[src/rtl/arm_pipe_pkg.sv]
// Shared types and helpers for the ARM pipeline stages (IF/ID latch layout, PC arithmetic).
package arm_pipe_pkg;

    localparam int PC_W = 32;
    localparam logic [31:0]     NOP_INST = 32'hE1A0_0000;
    localparam logic [PC_W-1:0] RESET_PC = 32'h0000_0000;
    localparam logic [PC_W-1:0] PC_INC4  = 32'd4;
    localparam logic [PC_W-1:0] PC_INC8  = 32'd8;

    typedef struct packed {
        logic [31:0]     inst;
        logic [PC_W-1:0] pc;
        logic [PC_W-1:0] pc8;
        logic            valid;
    } if_id_t;

    // Wraps silently at the top of the address space.
    function automatic logic [PC_W-1:0] pc_next(input logic [PC_W-1:0] pc,
                                                input logic [PC_W-1:0] inc);
        return pc + inc;
    endfunction

endpackage

[src/rtl/if_id_reg.sv]
// Enable/flush pipeline latch of if_id_t: flush loads a bubble, !en holds, else loads d.
// Bubbles keep the previous pc/pc8 so downstream never sees X.
module if_id_reg
    import arm_pipe_pkg::*;
#(
    parameter logic [31:0] BUBBLE_INST = NOP_INST
) (
    input  logic   clk,
    input  logic   reset,
    input  logic   en,
    input  logic   flush,
    input  if_id_t d,
    output if_id_t q
);

    if_id_t q_r;

    // Pipeline latch state: reset > flush > hold > load.
    always_ff @(posedge clk) begin
        if (reset) begin
            q_r.inst  <= BUBBLE_INST;
            q_r.pc    <= {PC_W{1'b0}};
            q_r.pc8   <= PC_INC8;
            q_r.valid <= 1'b0;
        end else if (flush) begin
            q_r.inst  <= BUBBLE_INST;
            q_r.valid <= 1'b0;
        end else if (en) begin
            q_r <= d;
        end else begin
            q_r <= q_r;
        end
    end

    assign q = q_r;

endmodule

[src/rtl/fetch_stage.sv]
// IF stage: owns the PC, drives the imem address and registers the IF/ID latch.
// Optional FETCH_PERF_CNT_EN adds perf_fetch / perf_bubble counters.
module fetch_stage #(
    parameter int              PC_W     = arm_pipe_pkg::PC_W,
    parameter logic [PC_W-1:0] RESET_PC = arm_pipe_pkg::RESET_PC,
    parameter logic [31:0]     NOP_INST = arm_pipe_pkg::NOP_INST
) (
    input  logic            clk,
    input  logic            reset,
    input  logic            stall,
    input  logic            pc_src,
    input  logic [PC_W-1:0] branch_target,
    output logic [PC_W-1:0] imem_addr,
    input  logic [31:0]     imem_rdata,
    input  logic            imem_ready,
    output logic [31:0]     ifid_inst,
    output logic [PC_W-1:0] ifid_pc,
    output logic [PC_W-1:0] ifid_pc8,
    output logic            ifid_valid
`ifdef FETCH_PERF_CNT_EN
    ,
    output logic [31:0]     perf_fetch,
    output logic [31:0]     perf_bubble
`endif
);

    import arm_pipe_pkg::if_id_t;
    import arm_pipe_pkg::pc_next;

    localparam logic [PC_W-1:0] WORD_MASK = {{(PC_W-2){1'b1}}, 2'b00};
    localparam logic [PC_W-1:0] INC4      = arm_pipe_pkg::PC_INC4;
    localparam logic [PC_W-1:0] INC8      = arm_pipe_pkg::PC_INC8;

    logic [PC_W-1:0] pc_r;
    logic [PC_W-1:0] pc_nxt_s;
    logic            flush_s;
    logic            en_s;
    if_id_t          ifid_d_s;
    if_id_t          ifid_q_s;

    // Redirect and imem-not-ready both insert a bubble; a redirect overrides stall.
    assign flush_s = pc_src | (~stall & ~imem_ready);
    assign en_s    = ~stall;

    // Next-PC selection: pc_src > stall > !imem_ready > sequential.
    always_comb begin
        pc_nxt_s = pc_r;
        if (pc_src) begin
            pc_nxt_s = branch_target & WORD_MASK;
        end else if (stall) begin
            pc_nxt_s = pc_r;
        end else if (!imem_ready) begin
            pc_nxt_s = pc_r;
        end else begin
            pc_nxt_s = pc_next(pc_r, INC4);
        end
    end

    // PC register; imem_addr is this register, so stall/pc_src never reach it combinationally.
    always_ff @(posedge clk) begin
        if (reset) begin
            pc_r <= RESET_PC;
        end else begin
            pc_r <= pc_nxt_s;
        end
    end

    // Candidate IF/ID contents for a normal fetch.
    always_comb begin
        ifid_d_s.inst  = imem_rdata;
        ifid_d_s.pc    = pc_r;
        ifid_d_s.pc8   = pc_next(pc_r, INC8);
        ifid_d_s.valid = 1'b1;
    end

    if_id_reg #(
        .BUBBLE_INST (NOP_INST)
    ) u_if_id_reg (
        .clk   (clk),
        .reset (reset),
        .en    (en_s),
        .flush (flush_s),
        .d     (ifid_d_s),
        .q     (ifid_q_s)
    );

    assign imem_addr  = pc_r;
    assign ifid_inst  = ifid_q_s.inst;
    assign ifid_pc    = ifid_q_s.pc;
    assign ifid_pc8   = ifid_q_s.pc8;
    assign ifid_valid = ifid_q_s.valid;

`ifdef FETCH_PERF_CNT_EN
    logic [31:0] perf_fetch_r;
    logic [31:0] perf_bubble_r;
    logic        fetch_s;

    assign fetch_s = ~pc_src & ~stall & imem_ready;

    // Performance counters: real loads vs bubble loads; stall cycles count as neither.
    always_ff @(posedge clk) begin
        if (reset) begin
            perf_fetch_r  <= 32'd0;
            perf_bubble_r <= 32'd0;
        end else begin
            perf_fetch_r  <= perf_fetch_r  + {31'd0, fetch_s};
            perf_bubble_r <= perf_bubble_r + {31'd0, flush_s};
        end
    end

    assign perf_fetch  = perf_fetch_r;
    assign perf_bubble = perf_bubble_r;
`else
    // Counters compiled out.
`endif

endmodule

[config.mk]
export PLATFORM = sky130hd
export DESIGN_NAME = fetch_stage
export DESIGN_NICKNAME = d
export VERILOG_FILES = /design/src/rtl/arm_pipe_pkg.sv /design/src/rtl/if_id_reg.sv /design/src/rtl/fetch_stage.sv
export SDC_FILE = /design/constraint.sdc
export NUM_CORES = 1
export LEC_CHECK = 0
export CAP_MARGIN = 30
export CORE_ASPECT_RATIO = 0.9
export CORE_MARGIN = 2
export CORE_UTILIZATION = 41
export DETAILED_ROUTE_END_ITERATION = 10
export PLACE_DENSITY = 0.73
export SLEW_MARGIN = 10
export SYNTH_ARGS = -nofsm -noshare
export SYNTH_HDL_FRONTEND = slang
export SYNTH_SLANG_ARGS = --single-unit
[constraint.sdc]
create_clock -name clk -period 2.3 [get_ports clk]
set_input_delay 0.46 -clock clk [delete_from_list [all_inputs] [get_ports clk]]
set_output_delay 0.46 -clock clk [all_outputs]
set_load 0.005 [all_outputs]
Word level (Yosys, flattened, before mapping)

Index checks and enable logic that the tools add are counted.

Add/subtract/negate cells: 2
Equality and inequality tests: 1
Muxes and demuxes: 3
Bitwise logic cells: 5
Reductions and logical operators: 6

Operators with widths:

| kind                    | number |
|---|---|
| $mux W32                | 3 |
| $add A32 B3 Y32 const B | 1 |
| $add A32 B4 Y32 const B | 1 |
| $reduce_and A2 Y1       | 3 |
| $reduce_or A2 Y1        | 2 |
| $not A1 Y1              | 3 |
| $ne A2 B1 Y1 const B    | 1 |
| $reduce_bool A2 Y1      | 1 |
| $and A1 B1 Y1           | 1 |
| $or A1 B1 Y1            | 1 |

Register bits: 129
Bits of input ports: 69

Depth between registers and ports, before layout

Gate-level depths: netlist of run 1.

Depth in word-level cells: 5
Mapped depth: 6
Gate-level depth less buffers: 5

By module

A second synthesis of run 1 with hierarchy kept.

Cell total of the unflattened synthesis: 736
Area total of the unflattened synthesis: 6747.7 um2

Modules (own cells, without submodules):

| module      | times used | cells an instance | area an instance (um2) |
|---|---|---|---|
| if_id_reg   | 1          | 399               | 4116.4 |
| fetch_stage | 1          | 337               | 2631.3 |

Worst setup path before layout of run 1

OpenSTA, ideal clock, no wires.

Path type: register to register
From: register pc_r[3] (netlist: imem_addr[3])
To: register u_if_id_reg.q_r, in the netlist u_if_id_reg.q[32]
Library setup time: 0.125 ns
Arrival: 1.865 ns
Required time: 2.175 ns
Path slack: 0.310 ns
Stages on the path, launching flop included: 7
Clock period less this slack: 1.990 ns
Path through: dfxtp_1 ha_1 buf_2 inv_1 nor4_1 or4b_2 nor3b_1

Cells in the longest elaborated chain, start to end: 1

Ends and longest elaborated chain:

| element                | RTL line           | source |
|---|---|---|
| start, declared        | fetch_stage.sv:34  | `logic [PC_W-1:0] pc_r;` |
| start signal, assigned | fetch_stage.sv:64  | `pc_r <= pc_nxt_s;` |
| $add A32 B4 Y32        | arm_pipe_pkg.sv:20 | `return pc + inc;` |
| end signal, assigned   | if_id_reg.sv:31    | `q_r <= q_r;` |
| end, declared          | if_id_reg.sv:16    | `if_id_t q_r;` |

No other way between the ends.
A chain may end at the register's enable or synchronous reset.

Worst setup path in the final report of run 1

Ends and elaborated chain as after synthesis.

==> results of run 1 <==
path summary, 6_finish.rpt:
kind	cells after the start	start	slack, ns	to
max	5	imem_addr[3]	0.23	u_if_id_reg.q[32]
min	2	reset	0.31	u_if_id_reg.q[57]
max reg2reg	5	imem_addr[3]	0.23	u_if_id_reg.q[32]
min reg2reg	2	u_if_id_reg.q[50]	0.45	u_if_id_reg.q[50]
critical path, delay by kind of cell, from the launching register on:
kind | cells | cell delay, ns
adders and majority gates | 1 | 0.21
DFF | 1 | 0.46
and+or+nand+nor | 3 | 1.23
buffers and inverters | 1 | 0.06
Yosys cell counts (all sizes together), types with 2 or more instances:
master / count
mux2i: 32
or2: 6
a2111oi: 2
nand4b: 2
a21oi: 41
ha: 2
nand4: 18
nor3: 17
a211oi: 23
nand2: 90
o31ai: 4
a311oi: 9
or4: 6
nor4: 21
o211ai: 2
o2111ai: 2
xnor2: 18
and4: 11
o311ai: 2
a31oi: 9
dfxtp: 122
nor2: 59
o21ai: 37
nand3: 8
clkbuf: 38
inv: 11
nor3b: 3
and3: 2
buf: 63
nand3b: 2
or3: 14
xor2: 5
o211a: 3
a221oi: 2
a211o: 3
sequential cells by signal, summed over array words and instances (netlist names):
register	flops
imem_addr	30
u_if_id_reg.q	92
cell families (layout without fill, tap and decap cells):
family                   after synthesis  in the layout  share of synthesized area, %
flip-flops                           122            122                          42.0
buffers and inverters                112            301                          10.1
AND/OR/NAND/NOR                      263            263                          22.7
other                                  1              6                        0.0644
XOR/XNOR                              23             23                          3.46
adder cells (fa/ha/maj)                2              2                         0.430
multiplexers                          32             32                          5.50
AO/OA/AOI/OAI                        144            144                          15.7
layout make-up:
class                   count  area (um2)
fillers                  1196        5390
flip-flops and latches    122        2440
multi-input cells         470        2820
inverters                  11        41.3
clock buffers              23         478
repair buffers            259        2430
clock inverters             8         118
well taps                 193         241
routing by layer:
metal  vias to the layer above  track usage (%)
met4                         0             8.96
met5                         -                0
met1                      2758             30.7
met3                        23             9.41
li1                       2802                -
met2                       276             40.7
power breakdown:
part	leakage, nW	total (W)	internal, W	switching [W]
Combinational	1.82	0.000742	0.000411	0.000331
Clock	0.293	0.00270	0.00177	0.000931
Sequential	0.997	0.00228	0.00220	0.0000747
stage by stage:
stage / TNS (ns) / hold WS [ns]
final: 0 / 0.308
after global routing: 0 / 0.311
after global placement: -0.0760 / 0.436
after floorplan: 0 / 0.442
after CTS: 0 / 0.288
after detailed placement: -0.322 / 0.449
==> summary.txt, run 1 <==
Outcome
  • Status: complete, no violations

Routing
  • Vias/cell: 5.40
  • Routed wl met2: 8780 um
  • DRT antenna net count: 0
  • Via count: 5859
  • Met1 wire length: 7710 um
  • Highest Signal Layer: met4
  • Residual DRC count: 0
  • Routed WL: 18800 um
  • Drt wl/cell: 17.3 um
  • WL met3: 1940 um
  • Pre-antenna DRT Iters: 5
  • Drt initial violations: 545

Logic synthesis
  • Mapped Area: 5820 um2
  • Yosys Warn Count: 0
  • Mean Syn Cell Area: 8.33 um2
  • Synth area leaders: dfxtp_1 42%, nand2_1 5.8%, mux2i_1 5.5%, buf_4 5.0%, nor2_1 3.8%
  • Post-synth top area cell: dfxtp_1
  • Main synth FF type: dfxtp_1
  • Asr flop ratio synth: 0%
  • Sequential share of the synthesized area: 42.0%
  • Synth Instances: 699
  • EDFF count, synth: 0
  • Synth cell types: 53
  • FF+latch count, synth: 122
  • Top cell type's share of synthesized area: 42.0%

Power
  • Leak: 3.11 nW
  • Total Power: 0.00573 W
  • PD cells: 668 nW/um2
  • VDD IR-drop max: 481 uV

Clocking
  • Clock latency on the worst-skew pair: 0.42 ns
  • Clock buffer depth: 2
  • Root Buffer: clkbuf_16
  • H-tree levels: 4
  • Post-CTS Setup Inserts: 0
  • Clk pin slew, worst setup/hold paths: 0.06 ns
  • CTS sink count: 122
  • Resized Gates After CTS: 0
  • CTS tree: yes
  • Num CTS Buffers: 17
  • CTS Hold Buffers Added: 0

Placement
  • Pre-CTS worst setup slack: -0.0617 ns
  • Placed Area: 7970 um2
  • Post-DP HPWL: 13700 um
  • Port Buffers: 189
  • Gp weighted congestion: 0.897
  • Placed cell count: 1055

Die
  • Die Ht: 117 um
  • Die area: 15200 um2
  • Core area: 14000 um2
  • Starting Density: 41.7%
  • I/O pins: 198
  • Cell Rows: 41
  • Die width: 130 um

Flow run
  • MaxCap Viol Count: 0

Worst setup path
  • CP max FO: 6
  • CP startpoint kind: flip-flop
  • CP max-delay cell: or4b_2
  • Worst EP required: 2.60 ns
  • CP endpoint kind: flip-flop
  • Setup CP Type: flip-flop to flip-flop
  • Max stage delay on crit path: 0.62 ns
  • Worst-path cell chain: ha_1 > inv_1 > nor4_1 > or4b_2 > nor3b_1
  • Critical path arrival: 2.37 ns

Global routing
  • First-pass GRT wire length: 29300 um
  • Vias in the first global route: 5648
  • GR Overflow Total: 0
  • Largest net degree at the start of global routing: 49
  • Gr usage total: 25.1%
  • Initial antenna violation count: 0

Finish
  • Most frequent cells in the layout: 187 x clkdlybuf4s50_1, 122 x dfxtp_1, 90 x nand2_1, 68 x buf_4, 59 x nor2_1
  • Share of cells above drive strength 1: 12.7%
  • Commonest non-fill, non-tap cell in the layout: clkdlybuf4s50_1
  • Util after Layout: 61.4%
  • Final #Nets: 952
  • Post-Layout Cell Count: 1086
  • Antenna cell count: 0
  • Design Area, Final: 8570 um2
  • Area growth, synth to finish: 47.2%

STA
  • Clock skew: 0.00759 ns
  • Final Max Slew Viols: 0
  • Final setup viols: 0
  • Worst Setup Slack, final: 0.226 ns
  • Hold Vio Cnt, Final: 0
  • Unrepaired setup endpoints after global routing: false
  • Tcrit/Tclk final: 90.2%
  • F_max: 482 MHz
  • Min Clock Period, post-route: 2.07 ns
  • Worst Tran Pin Value: 0.551 ns
  • Rel. slew slack: 63.3%

Worst hold path
  • HP Class: input pin to flip-flop
No activity file was read; power rests on OpenSTA's default activity.
==> inputs of run 2 (changes only) <==
Settings changed: CORE_MARGIN 2 to not set, CORE_UTILIZATION 41 to 45, PLACE_DENSITY 0.73 to 0.79.
==> run 2 against run 1 <==
  * Total power is 4.3% lower
  * Via count is 0.60% higher
  * Worst setup slack got worse by 0.032 ns
  * Fmax shrank 1.5%
  * Critical path type unchanged
  * Critical endpoint unchanged
==> summary.txt, run 2 (synthesized netlist as in run 1, its figures left out) <==
Worst setup path
  • Setup CP Type: flip-flop to flip-flop
  • CP max-delay cell: or4b_2
  • Worst EP required: 2.60 ns (about the same)
  • Critical path arrival: 2.41 ns (+0.04 ns)
  • WP buf/inv: 1 (unchanged)
  • CP top delay family: simple AND/OR/NAND/NOR gates
  • Reg-to-Reg End: u_if_id_reg.q[32]
  • Reg-to-reg critical path startpoint: imem_addr[3]
  • CP startpoint kind: flip-flop
  • CP max FO: 6 (unchanged)
  • CP endpoint kind: flip-flop
  • Worst-path cell chain: ha_1 > inv_1 > nor4_1 > or4b_2 > nor3b_1
  • Reg2Reg Depth: 5 (unchanged)
  • Worst R2R Setup Slack: 0.19 ns (-0.03 ns)
  • Max stage delay on crit path: 0.62 ns (about the same)

Global routing
  • Vias in the first global route: 5777 (+2.3%)
  • Largest net degree at the start of global routing: 44 (-10%)
  • GR Overflow Total: 0 (unchanged)
  • First-pass GRT wire length: 29400 um (+0.26%)
  • Initial antenna violation count: 0 (unchanged)
  • Gr usage total: 28.7% (+3.7 points)

STA
  • Final setup viols: 0 (unchanged)
  • Unrepaired setup endpoints after global routing: false
  • Worst Tran Pin Value: 0.560 ns (+0.00926 ns)
  • Fin Hold WS: 0.420 ns (+0.113 ns)
  • Rel. slew slack: 62.3% (-0.96 points)
  • Min Clock Period, post-route: 2.11 ns (+0.0324 ns)
  • Final Max Slew Viols: 0 (unchanged)
  • Clock skew: 0.00738 ns (-0.000213 ns)
  • F_max: 475 MHz (-1.5%)
  • Tcrit/Tclk final: 91.6% (+1.4 points)
  • Hold Vio Cnt, Final: 0 (unchanged)

Power
  • Sequential Power Share: 41.6% (+1.8 points)
  • P_int: 0.00413 W (-5.8%)
  • Switch share: 24.5% (+1.2 points)
  • Total Power: 0.00548 W (-4.3%)
  • PD cells: 647 nW/um2 (-3.3%)
  • Switching Power: 0.00134 W (+0.62%)
  • Comb power frac: 13.6% (+0.6 points)
  • Clk pwr share: 44.8% (-2.4 points)
  • Leak: 3.06 nW (-1.3%)
  • VDD IR-drop max: 508 uV (+5.6%)

Placement
  • Port Buffers: 189 (unchanged)
  • Gp weighted congestion: 0.955 (+6.5%)
  • Post-DP HPWL: 13300 um (-3.4%)

Clocking
  • Post-CTS Setup Inserts: 0 (unchanged)
  • Root Buffer: clkbuf_16
  • CTS sink count: 122 (unchanged)
  • Clk pin slew, worst setup/hold paths: 0.06 ns (about the same)
  • Clock buffer depth: 2 (unchanged)
  • Num CTS Buffers: 17 (unchanged)
  • Clock latency on the worst-skew pair: 0.42 ns (about the same)
  • CTS tree: yes
  • H-tree levels: 4 (unchanged)

Die
  • Die width: 122 um (-6.0%)
  • Cell Rows: 39 (-4.9%)
  • Die Ht: 110 um (-6.1%)
  • Core area: 12600 um2 (-9.4%)
  • I/O pins: 198 (unchanged)
  • Die area: 13400 um2 (-12%)
  • Starting Density: 46.1% (+4.3 points)

Routing
  • Drt initial violations: 580 (+6.4%)
  • Drt wl/cell: 17.7 um (+2.4%)
  • Pre-antenna DRT Iters: 7 (+2)
  • Via count: 5894 (+0.60%)
  • Residual DRC count: 0 (unchanged)
  • Vias/cell: 5.59 (+3.7%)
  • DRT antenna net count: 0 (unchanged)
  • Routed WL: 18600 um (-0.63%)

Finish
  • Util after Layout: 67.0% (+5.6 points)
  • Commonest non-fill, non-tap cell in the layout: clkdlybuf4s50_1
  • Max reg flops: 92 (unchanged)
  • Area growth, synth to finish: 45.6%
  • Share of cells above drive strength 1: 12.5% (-0.18 points)
  • Antenna cell count: 0 (unchanged)
  • Most frequent cells in the layout: 187 x clkdlybuf4s50_1, 122 x dfxtp_1, 90 x nand2_1, 65 x buf_4, 59 x nor2_1
  • Final #Nets: 950 (-0.21%)

Worst hold path
  • Hold Crit Start: reset
  • Hold EP: u_if_id_reg.q[63]
  • HP Class: input pin to flip-flop
  • Hold depth: 2 (unchanged)

Flow run
  • MaxCap Viol Count: 0 (unchanged)

Outcome
  • Status: complete, no violations
-- run 2: layout make-up --
type                       count  area [um2]
fill                         992        4170
multi-input combinational    470        2820
sequential                   122        2440
timing repair buffer         257        2420
clock buffer                  22         464
tap                          164         205
clock inverter                 8        72.6
inverter                      11        41.3
-- run 2: power groups by stage --
stage | clock network [W] | logic, W | registers, W
2_1_floorplan | 0 | 0.000375 | 0.00230
3_3_place_gp | 0 | 0.000718 | 0.00232
3_5_place_dp | 0 | 0.000731 | 0.00232
4_1_cts | 0.00248 | 0.000739 | 0.00228
5_1_grt | 0.00259 | 0.000806 | 0.00229
6_report | 0.00245 | 0.000745 | 0.00228
-- run 2: worst max-delay path by stage --
stage	startpoint	end	slack, ns	depth (start not counted)
finish	imem_addr[3]	u_if_id_reg.q[32]	0.19	5
floorplan	imem_addr[3]	u_if_id_reg.q[32]	0.31	6
detailed placement	imem_ready	imem_addr[22]	-0.03	5
CTS	imem_addr[20]	imem_addr[29]	0.05	5
global route	imem_addr[20]	imem_addr[29]	0.01	5
global placement	imem_ready	imem_addr[22]	0.01	5
-- run 2: timing repair --
item / in CTS / in global routing
hold buffers: 0 / 0
resized for setup: 0 / 2
endpoints found under the setup margin: 0 / 1
-- run 2: routing by layer --
metal	GRT usage [%]	wire length [um]	up-vias
met3	11.4	2080	39
met4	11.6	323	0
met1	33.5	7440	2751
met2	47.1	8800	308
met5	0	0	-
li1	-	-	2796
-- run 2: worst reg2reg max path, delay by kind of cell, from the launching register on --
family	cells	cell delay (ns)
AND/OR/NAND/NOR	3	1.24
adder cells (fa/ha/maj)	1	0.23
flip-flops	1	0.48
buffers and inverters	1	0.06
-- run 2: per-stage QoR --
step                std cells  TNS (ns)  area [um2]  setup slack [ns]
floorplan                 704         0        5840             0.310
global placement         1023         0        7910            0.0139
detailed placement       1023    -0.140        7910           -0.0338
CTS                      1053         0        8450            0.0505
global route             1054         0        8470            0.0131
finish                   1054         0        8470             0.194
